**config.mk**
```make
export PLATFORM = sky130hd
export DESIGN_NAME = rr_arbiter8
export DESIGN_NICKNAME = d
export VERILOG_FILES = /design/src/rtl/rr_arbiter8.sv
export SDC_FILE = /design/constraint.sdc
export NUM_CORES = 1
export LEC_CHECK = 0
export ABC_AREA = 1
export CELL_PAD_IN_SITES_DETAIL_PLACEMENT = 1
export CELL_PAD_IN_SITES_GLOBAL_PLACEMENT = 1
export CORE_UTILIZATION = 36
export CTS_BUF_LIST = sky130_fd_sc_hd__clkbuf_16
export DETAILED_ROUTE_END_ITERATION = 7
export HOLD_SLACK_MARGIN = 0.06
export MAX_ROUTING_LAYER = met4
export PLACE_DENSITY = 0.71
export SKIP_LAST_GASP = 1
export SYNTH_ARGS = -nofsm -noshare
export SYNTH_HDL_FRONTEND = slang
export SYNTH_SLANG_ARGS = --single-unit
```
**constraint.sdc**
```tcl
create_clock -name clk -period 2.8 [get_ports clk]
set_input_delay 0.42 -clock clk [delete_from_list [all_inputs] [get_ports clk]]
set_output_delay 0.42 -clock clk [all_outputs]
set_load 0.02 [all_outputs]
```
**src/rtl/rr_arbiter8.sv**
```systemverilog
// rr_arbiter8 - 8-requester round-robin arbiter with grant locking.
// The grant is registered and one-hot (or all-zero), and gnt_valid marks a
// live grant so a downstream one-hot encoder never mistakes an empty grant
// for index 0. An owner keeps its grant for as long as it keeps requesting.
// After each release the arbiter spends at least one cycle idle before it
// grants again, and the owner's successor gets first priority.
// Optional feature macro: RR_HOLD_LIMIT_EN. When it is defined, a grant is
// force-released after MAX_HOLD consecutive cycles.
module rr_arbiter8 #(
  parameter int MAX_HOLD = 16
) (
  input  logic       clk,
  input  logic       rst,
  input  logic [7:0] req,
  input  logic       en,
  output logic [7:0] gnt,
  output logic       gnt_valid
);

  typedef enum logic {
    IDLE,
    GRANT
  } state_t;

  state_t     r_state;
  state_t     w_nextState;
  logic [7:0] r_gnt;
  logic [7:0] w_nextGnt;
  logic [2:0] r_ptr;
  logic [2:0] w_nextPtr;
  logic [2:0] r_owner;
  logic [2:0] w_nextOwner;
  logic       w_found;
  logic [2:0] w_pick;
  logic       w_holdExpired;
  logic       w_release;

`ifdef RR_HOLD_LIMIT_EN
  localparam logic [7:0] HOLD_LAST = 8'(MAX_HOLD - 1);
  logic [7:0] r_holdCnt;

  // Count grant cycles; the count is zero on every entry into GRANT.
  always_ff @(posedge clk or posedge rst) begin
    if (rst) begin
      r_holdCnt <= '0;
    end else if (r_state == IDLE) begin
      r_holdCnt <= '0;
    end else begin
      r_holdCnt <= r_holdCnt + 8'd1;
    end
  end

  assign w_holdExpired = (r_holdCnt == HOLD_LAST);
`else
  // There is no hold limit in this build. MAX_HOLD is at least 1, so this
  // expression is always false.
  assign w_holdExpired = (MAX_HOLD < 1);
`endif

  assign w_release = !req[r_owner] || w_holdExpired;

  // Find the first requester, scanning upward from the priority pointer with wrap.
  always_comb begin
    w_found = 1'b0;
    w_pick  = '0;
    for (int i = 0; i < 8; i++) begin
      if (!w_found && req[r_ptr + i[2:0]]) begin
        w_found = 1'b1;
        w_pick  = r_ptr + i[2:0];
      end
    end
  end

  // Next-state logic. New grants start only from IDLE, so there is always a bubble.
  always_comb begin
    w_nextState = r_state;
    w_nextGnt   = r_gnt;
    w_nextPtr   = r_ptr;
    w_nextOwner = r_owner;
    case (r_state)
      IDLE: begin
        w_nextGnt = '0;
        if (en && w_found) begin
          w_nextState = GRANT;
          w_nextGnt   = 8'b1 << w_pick;
          w_nextOwner = w_pick;
        end
      end
      GRANT: begin
        if (w_release) begin
          w_nextState = IDLE;
          w_nextGnt   = '0;
          w_nextPtr   = r_owner + 3'd1;
        end
      end
      default: begin
        w_nextState = IDLE;
        w_nextGnt   = '0;
      end
    endcase
  end

  // State, grant and pointer registers. Reset clears them immediately, even mid-grant.
  always_ff @(posedge clk or posedge rst) begin
    if (rst) begin
      r_state <= IDLE;
      r_gnt   <= '0;
      r_ptr   <= '0;
      r_owner <= '0;
    end else begin
      r_state <= w_nextState;
      r_gnt   <= w_nextGnt;
      r_ptr   <= w_nextPtr;
      r_owner <= w_nextOwner;
    end
  end

  assign gnt       = r_gnt;
  assign gnt_valid = |r_gnt;

endmodule

```
==> results.cfg <==
[grt]
use_met1 = 0.3008
globalRoute.busiestLayer = met2
grt_overflow = 0
grt_antenna_before_repair = 0
first_pass_grt_wire_length_um = 7424
grt_max_degree = 16
grtUsageMet2 = 0.3763
via_count_of_the_first_global_routing_pass = 1565
globalRouteTotalUtil = 0.2299
globalRouteMet3Util = 0.04483

[sta]
min_period_ns = 2.535
fin_skew_ns = 0.005351
number_of_setup_violations_in_the_final_report = 0
holdWs_ns = 0.5272
hold_fails_final_rpt = 0
grt_setup_unrepaired = false
final_max_tran_viols = 0
timing.fmax_mhz = 394.5
post-route-period-util = 0.9053
slew_headroom = 0.6229
finalSetupTns_ns = 0
worst_slew_pin_slew_ns = 0.5651

[yosys]
synth_seq_cells = 15
netlist_top_cells_count = sky130_fd_sc_hd__nand2_1, sky130_fd_sc_hd__nand3_1, sky130_fd_sc_hd__nor2_1, sky130_fd_sc_hd__dfrtp_1, sky130_fd_sc_hd__inv_1
postSynth.topFlopCell = sky130_fd_sc_hd__dfrtp_1
postSynth.asyncResetShare = 1.000
ys_types = 33
post-synth-top-count-cell = sky130_fd_sc_hd__nand2_1
synth_area_per_cell_um2 = 6.619
yosys_warnings = 0
yosysTopAreaCellShare = 0.2532
yosys-top-cells-area = sky130_fd_sc_hd__dfrtp_1, sky130_fd_sc_hd__nand2_1, sky130_fd_sc_hd__nand3_1, sky130_fd_sc_hd__nor2_1, sky130_fd_sc_hd__inv_1
synth_edf_count = 0
synth_sequential_area_ratio = 0.2532
synthesized_instance_count = 224
mappedNetlistArea_mm2 = 0.001483
synthesis.nets = 238
yosys.area.top_type = sky130_fd_sc_hd__dfrtp_1

[critical_path]
start_kind = flip-flop
timing.reg2reg.setup_slack_ns = 0.27
critPathMaxFanout = 10
worstReg2RegStart = r_ptr[1]
crit_arrival_ns = 2.66
worst_r2r_endpoint = gnt[2]
crit_path_end_kind = flip-flop
ff2ff_path_depth = 16
worst-setup-path-type = reg2reg
worst_ep_required_time_ns = 2.93

[cts]
cts_root_buf = sky130_fd_sc_hd__clkbuf_16
cts_htree_levels = 1
clkSlewWorstSetupHoldPaths_ns = 0.05
ctsHoldBuffers = 0
insertion_delay_ns = 0.25
cts_num_sinks = 15
cts_buffer_depth = 2
numCtsBuffers = 3
cts_tree = yes

[die]
floorplan.rows = 22
ios = 20
floorplan.core_area_mm2 = 0.003799
dieWidth_um = 66.18
die_height_um = 66.18
start_util = 0.3903
die_area_mm2 = 0.004379

[route]
antenna_violating_nets_post_route = 0
avgViaCountPerCell = 5.336
routed_wl_um = 4468
post-route-drc-count = 0
first_pass_iters = 4
routedWlPerCell_um = 15.15
route.vias.total = 1574
drtIter0Drc = 72

[placement]
dpl.cell_count = 291
place.port_buffers = 19
dp_hpwl_um = 3630
globalplace.congestion = 0.8595
detailed_place.area_mm2 = 0.001725

[finish]
finalNetCount = 262
num_antenna_cells = 0
fraction_of_layout_instances_using_a_drive_strength_above_1 = 0.1619
final_area_mm2 = 0.001810
flow.area_growth_from_synthesis_pct = 22.11
post_layout_cell_count = 295

[status]
result_of_the_run = finished, final reports clean

[job]
cap_violations = 0

[worst_hold_path]
hold_class = in2async
-- timing repair --
action                     CTS  global route
setup endpoints to repair    0             2
resized for setup            0             2
buffers inserted             0             0
-- through the flow --
stage	util	setup WS (ns)
floorplan	-	0.5361
global placement	0.4542	0.3365
detailed placement	0.4542	0.2656
CTS	0.4753	0.2405
global route	0.4766	0.002180
finish	0.4766	0.2651
-- sequential cells by signal, indices dropped and copies added, names as in the netlist --
register / count
r_ptr: 3
r_state: 1
gnt: 8
r_owner: 3
-- worst max path at each step --
stage | from | to | depth (start not counted)
detailed placement | r_ptr[1] | gnt[2] | 16
global route | r_ptr[1] | gnt[2] | 16
finish | r_ptr[1] | gnt[2] | 16
global placement | req[7] | gnt[2] | 17
floorplan | r_ptr[0] | gnt[6] | 17
CTS | r_ptr[1] | gnt[2] | 16
-- cell families after synthesis --
| group | after synthesis | synth area share |
|---|---|---|
| xor gates and xnor gates | 5 | 0.04727 |
| AOI/OAI and AO/OA | 22 | 0.08523 |
| adders and majority gates | 3 | 0.02532 |
| and+or+nand+nor | 151 | 0.4970 |
| buffers and inverters | 27 | 0.08523 |
| muxes | 1 | 0.006751 |
| DFF | 15 | 0.2532 |
-- critical path, cell delays in order, from the launching register on --
cell                       delay (ns)
sky130_fd_sc_hd__dfrtp_1         0.42
sky130_fd_sc_hd__inv_4           0.15
sky130_fd_sc_hd__ha_2            0.35
sky130_fd_sc_hd__inv_4           0.12
sky130_fd_sc_hd__nand3_1         0.13
sky130_fd_sc_hd__nand3_1         0.12
sky130_fd_sc_hd__nand2_2         0.11
sky130_fd_sc_hd__nor2_8          0.13
sky130_fd_sc_hd__nand4_2         0.13
sky130_fd_sc_hd__nor2_4          0.19
sky130_fd_sc_hd__nand3b_1        0.11
sky130_fd_sc_hd__nand2_2         0.13
sky130_fd_sc_hd__inv_2           0.07
sky130_fd_sc_hd__nand3_2         0.10
sky130_fd_sc_hd__inv_1           0.05
sky130_fd_sc_hd__nand2_1         0.06
sky130_fd_sc_hd__nand2_1         0.06
-- layer usage --
| metal | part of all wire | up-vias |
|---|---|---|
| met5 | 0 | - |
| met4 | 0.0060 | 0 |
| met3 | 0.029 | 4 |
| met2 | 0.48 | 29 |
| met1 | 0.48 | 753 |
| li1 | - | 788 |
-- final cells by class --
cell class,count,area [µm²]
fill,514,1988
tap,48,60.06
inverter,23,91.34
multi-input combinational,182,983.4
clock inverter,1,5.005
timing repair buffer,23,220.2
sequential,15,375.4
clock buffer,3,75.07
-- cell usage in the layout, fill, tap and decap left out --
| cell | count |
|---|---|
| sky130_fd_sc_hd__nor2_1 | 24 |
| sky130_fd_sc_hd__a21boi_0 | 1 |
| sky130_fd_sc_hd__nand3b_1 | 1 |
| sky130_fd_sc_hd__nand4_2 | 1 |
| sky130_fd_sc_hd__nand3_2 | 4 |
| sky130_fd_sc_hd__inv_1 | 15 |
| sky130_fd_sc_hd__nor2_4 | 2 |
| sky130_fd_sc_hd__nand2_2 | 7 |
| sky130_fd_sc_hd__inv_4 | 2 |
| sky130_fd_sc_hd__clkinv_2 | 1 |
| sky130_fd_sc_hd__o21ai_2 | 1 |
| sky130_fd_sc_hd__xnor2_1 | 2 |
| sky130_fd_sc_hd__nand3_1 | 35 |
| sky130_fd_sc_hd__ha_1 | 2 |
| sky130_fd_sc_hd__mux2i_1 | 1 |
| sky130_fd_sc_hd__o21ai_0 | 7 |
| sky130_fd_sc_hd__o32ai_1 | 1 |
| sky130_fd_sc_hd__nor4_1 | 2 |
| sky130_fd_sc_hd__nor2_2 | 4 |
| sky130_fd_sc_hd__clkbuf_16 | 3 |
| sky130_fd_sc_hd__nand2_4 | 1 |
| sky130_fd_sc_hd__dfrtp_1 | 15 |
| sky130_fd_sc_hd__xor2_4 | 1 |
| sky130_fd_sc_hd__inv_2 | 6 |
| sky130_fd_sc_hd__o21bai_1 | 1 |
| sky130_fd_sc_hd__xnor2_2 | 1 |
| sky130_fd_sc_hd__clkdlybuf4s50_1 | 19 |
| sky130_fd_sc_hd__a21oi_1 | 1 |
| sky130_fd_sc_hd__nand2_1 | 62 |
| sky130_fd_sc_hd__nand4_1 | 7 |
| sky130_fd_sc_hd__xor2_1 | 1 |
| sky130_fd_sc_hd__nor2_8 | 1 |
| sky130_fd_sc_hd__buf_4 | 4 |
| sky130_fd_sc_hd__o221ai_1 | 1 |
| sky130_fd_sc_hd__ha_2 | 1 |
| sky130_fd_sc_hd__o21ai_1 | 9 |
Power is not shown: default switching activity piles up to over one toggle a cycle in this logic, so the estimate is an artifact.
